## src/rtl/fifo_pkg.sv

```systemverilog
// fifo_pkg: pointer code conversions and defaults shared by both FIFO clock domains
package fifo_pkg;

   localparam int DEF_ADD_SIZE = 4;
   localparam int GW = 32;

   // Values narrower than GW are zero-extended, so one function serves every pointer width.
   function automatic logic [GW-1:0] bin2gray(input logic [GW-1:0] b);
      return b ^ (b >> 1);
   endfunction

   function automatic logic [GW-1:0] gray2bin(input logic [GW-1:0] g);
      logic [GW-1:0] b;
      b = '0;
      for (int i = 0; i < GW; i++) b[i] = ^(g >> i);
      return b;
   endfunction

endpackage

```

## src/rtl/sync_r2w.sv

```systemverilog
// sync_r2w: two-flop synchroniser bringing the read-domain Gray pointer into wclk
module sync_r2w #(
   parameter int W = 5
) (
   input  logic         wclk,
   input  logic         wrst,
   input  logic [W-1:0] rptr,
   output logic [W-1:0] wq2_rptr
);

   logic [W-1:0] wq1_q, wq2_q;

   // Gray coding guarantees at most one bit is in flight, so a plain flop pair is safe.
   always_ff @(posedge wclk) begin
      if (wrst) begin
         wq1_q <= '0;
         wq2_q <= '0;
      end else begin
         wq1_q <= rptr;
         wq2_q <= wq1_q;
      end
   end

   assign wq2_rptr = wq2_q;

endmodule

```

## src/rtl/wptr_full_ctrl.sv

```systemverilog
// wptr_full_ctrl: write pointer, full/almost-full flags, fill level and overflow for the async FIFO
module wptr_full_ctrl
   import fifo_pkg::*;
#(
   parameter int ADD_SIZE     = DEF_ADD_SIZE,
   parameter int AFULL_THRESH = 14
) (
   input  logic                wclk,
   input  logic                wrst,
   input  logic                winc,
   input  logic                wovf_clr,
   input  logic [ADD_SIZE:0]   rptr,
   output logic [ADD_SIZE-1:0] waddr,
   output logic                wen,
   output logic [ADD_SIZE:0]   wptr,
   output logic                wfull,
   output logic                walmost_full,
   output logic [ADD_SIZE:0]   wlevel,
   output logic                woverflow
);

   localparam int PW = ADD_SIZE + 1;

   logic [PW-1:0] wbin_q, wbin_d, wgray_q, wgray_d, wlevel_q, wlevel_d, wq2_rptr;
   logic          wfull_q, wfull_d, wafull_q, wafull_d, wovf_q, wovf_d;

   sync_r2w #(.W(PW)) u_sync (
      .wclk     (wclk),
      .wrst     (wrst),
      .rptr     (rptr),
      .wq2_rptr (wq2_rptr)
   );

   assign wen = winc & ~wfull_q;

   // Next pointers and flags; full means the write pointer is one lap ahead of the synced read pointer.
   always_comb begin
      wbin_d   = wbin_q + PW'(wen);
      wgray_d  = PW'(bin2gray(GW'(wbin_d)));
      wlevel_d = wbin_d - PW'(gray2bin(GW'(wq2_rptr)));
      wfull_d  = wgray_d == {~wq2_rptr[PW-1:PW-2], wq2_rptr[PW-3:0]};
      wafull_d = wlevel_d >= PW'(AFULL_THRESH);
      wovf_d   = (winc & wfull_q) | (wovf_q & ~wovf_clr);
   end

   // State registers; a rejected write leaves the pointers untouched because wen is low.
   always_ff @(posedge wclk) begin
      if (wrst) begin
         wbin_q   <= '0;
         wgray_q  <= '0;
         wlevel_q <= '0;
         wfull_q  <= 1'b0;
         wafull_q <= 1'b0;
         wovf_q   <= 1'b0;
      end else begin
         wbin_q   <= wbin_d;
         wgray_q  <= wgray_d;
         wlevel_q <= wlevel_d;
         wfull_q  <= wfull_d;
         wafull_q <= wafull_d;
         wovf_q   <= wovf_d;
      end
   end

   assign waddr        = wbin_q[ADD_SIZE-1:0];
   assign wptr         = wgray_q;
   assign wfull        = wfull_q;
   assign walmost_full = wafull_q;
   assign wlevel       = wlevel_q;
   assign woverflow    = wovf_q;

endmodule

```

## config.mk

```make
export PLATFORM = sky130hd
export DESIGN_NAME = wptr_full_ctrl
export DESIGN_NICKNAME = d
export VERILOG_FILES = /design/src/rtl/fifo_pkg.sv /design/src/rtl/sync_r2w.sv /design/src/rtl/wptr_full_ctrl.sv
export SDC_FILE = /design/constraint.sdc
export NUM_CORES = 1
export LEC_CHECK = 0
export ABC_AREA = 1
export ABC_CLOCK_PERIOD_IN_PS = 3000
export CORE_ASPECT_RATIO = 1.4
export CORE_MARGIN = 10
export CORE_UTILIZATION = 30
export DETAILED_ROUTE_END_ITERATION = 10
export PLACE_DENSITY = 0.53
export SLEW_MARGIN = 0
export SYNTH_ARGS = -nofsm -noshare
export SYNTH_HDL_FRONTEND = slang
export SYNTH_SLANG_ARGS = --single-unit
```

## constraint.sdc

```tcl
create_clock -name wclk -period 3 [get_ports wclk]
set_input_delay 0.9 -clock wclk [delete_from_list [all_inputs] [get_ports wclk]]
set_output_delay 0.9 -clock wclk [all_outputs]
set_load 0.02 [all_outputs]
```

* After elaboration in Yosys (flattened, before gate mapping) *
Index checks and enable logic that the tools add are counted.

cells by class
  bitwise operators = 8
  magnitude comparators = 1
  reductions and logical operators = 5
  equal/unequal tests = 1
  add/subtract/negate cells = 2

operators with widths
  operator            count
  $reduce_xor 32->1   5
  $add 5x1->5         1
  $eq 5x5->1          1
  $ge 5x4->1 const B  1
  $sub 5x5->5         1
  $xor 5x4->5         1
  $and 1x1->1         3
  $not 1->1           2
  $not 2->2           1
  $or 1x1->1          1

storage, ports and cells
  input bits = 9
  flip-flop bits (word level) = 28
  output and inout port bits = 18

* Logic depth before layout (Yosys ltp) *
Gate-level depths: netlist of the first run.

  word-level depth = 5
  mapped depth = 15
  mapped depth without buffers = 15

* Cells and area by module *
From an unflattened synthesis of the first run, not the netlist that was laid out.

unflattened totals
  cells, all modules = 163
  area, all modules = 1,233.7 µm²

by module, submodules not included
  module          area an instance (µm²)  instances  cells each
  wptr_full_ctrl  947.2                   1          132
  sync_r2w        286.5                   1          31

* Worst setup path before layout of the first run *
OpenSTA, ideal clock, no wires.

  kind = input -> register
  start point = input winc
  end point = register wlevel_q[3] (netlist: wlevel[3])
  library setup time = 0.115 ns
  slack = 0.066 ns
  cell stages on the path = 12
  arrival = 2.819 ns
  path through = inv_1 -> nor2_1 -> ha_1 -> ha_1 -> inv_1 -> nand2_1 -> nand2_1 -> ha_1 -> a21oi_1 -> o21ai_0 -> xor2_1 -> and2_1

on the way
  cells in the longest elaborated chain, start to end = 3

RTL lines
  item                  RTL line              source
  start, declared       wptr_full_ctrl.sv:10  input logic winc,
  $and 1x1->1           wptr_full_ctrl.sv:34  assign wen = winc & ~wfull_q;
  named net wen         wptr_full_ctrl.sv:14  output logic wen,
  $add 5x1->5           wptr_full_ctrl.sv:38  wbin_d = wbin_q + PW'(wen);
  named net wbin_d[2]   wptr_full_ctrl.sv:24  logic [PW-1:0] wbin_q, wbin_d, wgray_q, wgray_d, wlevel_q, wlevel_d, wq2_rptr;
  $sub 5x5->5           wptr_full_ctrl.sv:40  wlevel_d = wbin_d - PW'(gray2bin(GW'(wq2_rptr)));
  end signal, assigned  wptr_full_ctrl.sv:58  wlevel_q <= wlevel_d;
  end, declared         wptr_full_ctrl.sv:24

The timed path passes the listed nets, and every way through them passes these cells.
A chain may end at the register's enable or synchronous reset.

* Final worst setup path of the first run *
  start point = input winc
  end point = register wafull_q (netlist: walmost_full)

on the way
  cells in the longest elaborated chain, start to end = 4

RTL lines
  item                  RTL line              source
  $and 1x1->1           wptr_full_ctrl.sv:34
  $add 5x1->5           wptr_full_ctrl.sv:38
  named net wbin_d[1]   wptr_full_ctrl.sv:24
  $sub 5x5->5           wptr_full_ctrl.sv:40
  $ge 5x4->1            wptr_full_ctrl.sv:42  wafull_d = wlevel_d >= PW'(AFULL_THRESH);
  end signal, assigned  wptr_full_ctrl.sv:60  wafull_q <= wafull_d;
  end, declared         wptr_full_ctrl.sv:25  logic wfull_q, wfull_d, wafull_q, wafull_d, wovf_q, wovf_d;

The timed path passes the listed nets, and every way through them passes these cells.

==> results of run 1 <==
logic make-up after synthesis:
logic type / count (synthesis)
DFF: 27
xor gates and xnor gates: 7
AOI/OAI and AO/OA: 8
and+or+nand+nor: 84
buffers and inverters: 30
adders and majority gates: 7
critical path, cell delays in order:
cell	delay (ns)
clkdlybuf4s50_1	0.42
inv_1	0.08
nor2_2	0.04
ha_2	0.19
ha_2	0.33
inv_1	0.07
fa_1	0.44
o21bai_1	0.18
a21oi_2	0.08
inv_1	0.05
nand3_1	0.06
nand3_1	0.09
nand2_1	0.05
final cells by class:
class	count	share of cell area
multi-input combinational	106	0.355
tap	43	0.0321
sequential	27	0.322
clock buffer	4	0.0268
timing repair buffer	37	0.204
inverter	27	0.0604
per-stage QoR:
stage                     worst slack, ns  power (W)
after CTS                           0.109   0.000867
after global placement             -0.120   0.000657
final                               0.205   0.000860
after detailed placement           -0.179   0.000658
after floorplan                    0.0664   0.000548
after global routing               0.0343   0.000920
worst min-delay path by stage:
stage	start	to	slack, ns	cells after the start
2_1_floorplan	u_sync.wq1_q[0]	u_sync.wq2_rptr[0]	0.39	2
3_3_place_gp	u_sync.wq1_q[4]	u_sync.wq2_rptr[4]	0.39	2
3_5_place_dp	u_sync.wq1_q[3]	u_sync.wq2_rptr[3]	0.40	2
4_1_cts	u_sync.wq1_q[3]	u_sync.wq2_rptr[3]	0.41	2
5_1_grt	u_sync.wq1_q[1]	u_sync.wq2_rptr[1]	0.42	2
6_report	u_sync.wq1_q[3]	u_sync.wq2_rptr[3]	0.41	2
flip-flops by register name (all words and copies together) (netlist names):
| register | cells |
|---|---|
| wptr | 5 |
| wlevel | 5 |
| u_sync.wq2_rptr | 5 |
| wbin_q | 4 |
| woverflow | 1 |
| u_sync.wq1_q | 5 |
| wfull | 1 |
| walmost_full | 1 |
routing by layer:
| metal | vias up | share of wire |
|---|---|---|
| met2 | 22 | 0.54 |
| met3 | 8 | 0.046 |
| met5 | - | 0 |
| met1 | 488 | 0.38 |
| met4 | 0 | 0.033 |
| li1 | 572 | - |
cell usage after synthesis (all sizes together):
cell type	count
xnor2	1
a21oi	6
and2	1
o21ai	1
buf	1
nand4	4
nand2	41
clkbuf	2
dfxtp	27
xor2	6
nand3b	2
ha	6
o21bai	1
nor2	24
inv	27
fa	1
nand3	12
timing repair:
action	4_1_cts	5_1_grt
cloned	0	0
pin swaps	0	2
buffers inserted	0	1
endpoints found under the setup margin	1	3
resized for setup	1	6
where the power goes:
part           total, W  leakage (nW)  internal [W]  switching, W
sequential     0.000404         0.222      0.000390     0.0000136
combinational  0.000249         0.539      0.000123      0.000126
clock          0.000207        0.0228     0.0000951      0.000112
total          0.000860         0.784      0.000608      0.000252
==> metrics.txt, run 1 <==
minimum clock period 2.80 ns; GPL Wtd Cong 0.777; WP data arrival 2.96 ns; xor and xnor area share after synthesis 0.0684; post-route cell area 1680 sq um; worst hold slack 0.409 ns; antenna violations before repair 0; critical path fanouts, max 2; Core Rows 27; most frequent cells in the layout 41 x nand2_1, 27 x dfxtp_1, 26 x inv_1, 25 x clkdlybuf4s50_1, 23 x nor2_1; register bit total from synthesis 27; worst min-delay path category reg -> reg; Critical R2R Capture walmost_full; status finished clean; post-synth top area share 0.441; vias in the first global route 1,070; htree depth 1; die area 7080 sq um; Reg clk slew, reported paths 0.09 ns; Critical Path Start Type input pin; simple-gate portion of the synthesized area 0.286; DRC viols 0; Mapped Area 1230 sq um; post-route ant nets 0; largest net degree at the start of global routing 15; Core ar. 3950 sq um; CTS tree done; clk_lat worst skew 0.27 ns; via count 1,090; hold_buf cts 0; Via density 4.47; half-perimeter wire length after placement 2230 um; fmax 0.358 GHz; Synth Area in Adders 0.0776; Max Cap Viol 0; die width 74.0 um; Initial Utilization 0.310; sequential fraction of the synthesis area 0.441; Final #Nets 218; global-route wire length before repair 4770 um; grt ovf 0; Area Overhead vs Synth 36.8%; cell taking the most area after synthesis dfxtp_1; max-slew violations 0; routing usage on met1 0.0815; routed length per instance 11.3 um; Reg area 541 sq um; Routed WL 2770 um; # fillers 411; PortBufs 26; proportion of layout cells with a drive suffix above 1 0.114; Slew headroom 0.752; static leakage 0.784 nW; largest family of logic cells by synthesized area simple AND/OR/NAND/NOR gates; Worst-Margin Slew 0.371 ns; Synth area leaders dfxtp_1 44%, nand2_1 13%, inv_1 8.0%, nor2_1 7.3%, ha_1 6.1%; YS warnings 0; Reg2Reg Setup Slack 0.62 ns; worst path required time 3.17 ns; # diodes 0; RSZ-0062 raised after global routing no; pwr/cell area 513 nW/um^2; Final Hold Viols 0; Cell variety after synth 19; R2R cell count 12; Die H 95.6 um; Multi-input gate area 596 sq um; Fin Setup TNS 0 ns; cell count after synthesis 163; placed cell count 239; origin of the worst setup path winc; crit path kind in -> reg; Iteration-0 DRC Markers 40; VDD IR max 0.251 mV; Core Util, Final 0.425; Synth Net Count 179; CTS Buf Count 3; reg2reg start u_sync.wq2_rptr[4]; crit path to walmost_full; area of placed instances 1600 sq um; Synth Area in Compound Gates 0.0347; met3 layer usage reported by global route 0.0187; global route hottest layer met2; CP Capture Type flop; clk sinks 27; syn_area_per_cell 7.52 sq um; Finished Layout Cells 244; final setup fails 0; period utilization 0.932; CTS root buffer clkbuf_8; DRT Pass-1 Iters 4; clk buf depth 2; post-synthesis mux area share 0; Fin Clk Skew 0.00643 ns; Total GRT Usage 0.0850; I/O pins 27; met2 Resource Use GR 0.162; commonest non-fill, non-tap cell in the layout nand2_1
No activity file was read; power rests on OpenSTA's default activity.
==> inputs of run 2 (changes only) <==
--- a/config.mk
+++ b/config.mk
@@ -15,4 +15,5 @@
 export SLEW_MARGIN = 0
 export SYNTH_ARGS = -nofsm -noshare
 export SYNTH_HDL_FRONTEND = slang
+export SYNTH_HIERARCHICAL = 1
 export SYNTH_SLANG_ARGS = --single-unit
==> run 2 against run 1 <==
Effect of this change:
- setup slack lost 0.067 ns
- register-to-register slack lost 0.03 ns
- non-clock buffer count is the same
- critical path type unchanged
- first-iteration DRC count decreased by 23%
- core utilization is essentially flat
- largest cell class unchanged
- die area increased by 0.46%
- total power increased by 1.0%
- combinational power grew 2%
- sequential cell count unchanged
- synthesized cell count is the same
==> metrics.txt, run 2 <==
Critical-path top delay cell clkdlybuf4s50_1; Area Overhead vs Synth 36.1%; Switching Share 0.301 (+0.00836); PortBufs 26 (unchanged); cell taking the most area after synthesis dfxtp_1; Final #Nets 218 (unchanged); clk sinks 27 (unchanged); sequential fraction of the synthesis area 0.438 (-0.00268); htree depth 1 (unchanged); CTS root buffer clkbuf_8; cell mode on critical path inv_1; Synth area leaders dfxtp_1 44%, nand2_1 12%, inv_1 7.9%, nor2_1 7.3%, ha_1 6.1%; pre-CTS setup slack -0.166 ns (+0.0127 ns); post-route ant nets 0 (unchanged); CTS tree done; Via density 4.57 (+2.3%); post-synth top area share 0.438 (-0.00268); final setup fails 0 (unchanged); clk_lat worst skew 0.27 ns (about the same); Core ar. 3950 sq um (unchanged); critical path fanouts, max 4 (+2); max-slew violations 0 (unchanged); CTS Buf Count 3 (unchanged); fmax 0.349 GHz (-2.3%); Synth Area in Adders 0.0771 (-0.000472); static leakage 0.783 nW (-0.17%); max incr delay on CP 0.48 ns (+0.04 ns); NetSw 0.000261 W (+3.9%); minimum clock period 2.86 ns (+0.0666 ns); number of flops mapped to enable cells by yosys 0 (unchanged); YS warnings 6 (+6); die area 7110 sq um (+0.46%); xor and xnor area share after synthesis 0.0680 (-0.000416); Synth Area in Compound Gates 0.0345 (-0.000211); status finished clean; I/O pins 27 (unchanged); setup bufs post-CTS 0 (unchanged); crit path kind in -> reg; DRC viols 0 (unchanged); grt ovf 0 (unchanged); via count 1,115 (+2.3%); Total GRT Usage 0.0815 (-0.00347); Commonest cells post-synth 41 x nand2_1, 27 x dfxtp_1, 26 x inv_1; CP Capture Type flop; Clk network pwr share 0.245 (+0.005); top-count cell post-synth nand2_1; largest net degree at the start of global routing 17 (+2); CP Cell Sequence clkdlybuf4s50_1 -> inv_1 -> nor2_1 -> ha_2 -> ha_2 -> inv_1 -> nand2_1 -> nand2_1 -> ha_4 -> inv_1 -> o21bai_1 -> a21oi_2 -> inv_1 -> nand3_1 -> nand3_1 -> nand2_1; Worst-Margin Slew 0.401 ns (+0.0305 ns); WP data arrival 3.04 ns (+0.08 ns); die width 74.2 um (+0.22%); vias in the first global route 1,083 (+1.2%); Die H 95.9 um (+0.24%); routed length per instance 11.7 um (+3.4%); period utilization 0.954 (+0.0222); largest family of logic cells by synthesized area simple AND/OR/NAND/NOR gates; simple-gate portion of the synthesized area 0.284 (-0.00174); register bit total from synthesis 27 (unchanged); Fin Setup TNS 0 ns (unchanged); syn_area_per_cell 7.57 sq um (+0.61%); global-route wire length before repair 4620 um (-3.3%); Final Hold Viols 0 (unchanged); most frequent cells in the layout 41 x nand2_1, 27 x dfxtp_1, 26 x inv_1, 25 x clkdlybuf4s50_1, 24 x nor2_1; Synth Net Count 179 (unchanged); Slew headroom 0.732 (-0.0204); Cell variety after synth 20 (+1); # fillers 407 (-0.97%); Async SR Flop Fraction 0 (unchanged); Core Rows 27 (unchanged); Buf/Inv on CP 5 (+1); Most used DFF post-synth dfxtp_1; # diodes 0 (unchanged); Initial Utilization 0.312 (+0.00190); GPL Wtd Cong 0.823 (+6.0%); Mapped Area 1230 sq um (+0.61%); Comb power frac 0.291 (about the same); clk buf depth 2 (unchanged); half-perimeter wire length after placement 2250 um (+1.3%); Routed WL 2860 um (+3.4%); pwr/cell area 517 nW/um^2 (+0.96%); CP top delay family adder cells; Multi-input gate area 593 sq um (-0.42%); Iteration-0 DRC Markers 31 (-23%); Internal 0.000607 W (-0.16%); post-synthesis mux area share 0 (unchanged); VDD IR max 0.312 mV (+25%); worst setup margin 0.138 ns (-0.0666 ns); Max Cap Viol 0 (unchanged); Critical Path Start Type input pin; Reg clk slew, reported paths 0.09 ns (about the same); total chip power 0.000869 W (+1.0%); worst path required time 3.18 ns (about the same); Fin Clk Skew 0.00505 ns (-0.00138 ns); DRT Pass-1 Iters 5 (+1); cell count after synthesis 163 (unchanged); proportion of layout cells with a drive suffix above 1 0.114 (unchanged); worst min-delay path category reg -> reg; Reg2Reg Setup Slack 0.59 ns (-0.03 ns); commonest non-fill, non-tap cell in the layout nand2_1; register share of total power 0.464 (-0.006); antenna violations before repair 0 (unchanged); Reg area 541 sq um (unchanged)
run 2: cell types whose count changed after synthesis, sizes merged:
cell and delta:
buf +1, clkbuf -1
run 2: repair_timing:
item / 4_1_cts / 5_1_grt
hold buffers: 0 / 0
endpoints found under the setup margin: 1 / 2
gates resized for setup: 1 / 4
run 2: worst paths after layout:
path,cells past startpoint,startpoint,endpoint
hold / removal,2,u_sync/wq1_q[0],u_sync/wq2_rptr[0]
hold reg to reg,2,u_sync/wq1_q[0],u_sync/wq2_rptr[0]
setup reg to reg,12,u_sync/wq2_rptr[4],walmost_full
setup / recovery,16,winc,walmost_full
run 2: worst reg2reg max path, stage by stage, from the launching register on:
cell and delay (ns):
dfxtp_1 0.36, xnor2_2 0.25, xor2_2 0.32, xor2_1 0.18, inv_1 0.06, ha_1 0.20, fa_1 0.39, o21bai_1 0.21
a21oi_2 0.08, inv_1 0.06, nand3_1 0.06, nand3_1 0.09, nand2_1 0.05
run 2: metal layers:
metal / part of all wire / track usage
met1: 0.38 / 0.0870
met2: 0.50 / 0.137
met3: 0.076 / 0.0247
met4: 0.041 / 0.0498
met5: 0 / 0
run 2: through the flow:
step	instances	utilization	instance area [sq um]	hold WS (ns)
after detailed placement	240	0.407	1610	0.393
after floorplan	163	-	1230	0.388
after global routing	244	0.425	1680	0.413
final	244	0.425	1680	0.405
after CTS	244	0.419	1660	0.407
after global placement	240	0.407	1610	0.389
run 2: layout make-up:
type	instances	area share
multi-input combinational	106	0.353
tap	43	0.0320
sequential	27	0.322
timing repair buffer	37	0.203
inverter	27	0.0604
clock buffer	3	0.0246
clock inverter	1	0.00447
run 2: cell families after synthesis:
logic type / Yosys count
xor gates and xnor gates: 7
AOI/OAI and AO/OA: 8
adders and majority gates: 7
buffers and inverters: 30
DFF: 27
and+or+nand+nor: 84
run 2: power by group through the flow:
stage | logic (W) | registers [W] | clock network, W
2_1_floorplan | 0.000106 | 0.000443 | 0
3_3_place_gp | 0.000244 | 0.000411 | 0
3_5_place_dp | 0.000249 | 0.000412 | 0
4_1_cts | 0.000251 | 0.000404 | 0.000219
5_1_grt | 0.000280 | 0.000407 | 0.000233
6_report | 0.000253 | 0.000403 | 0.000213
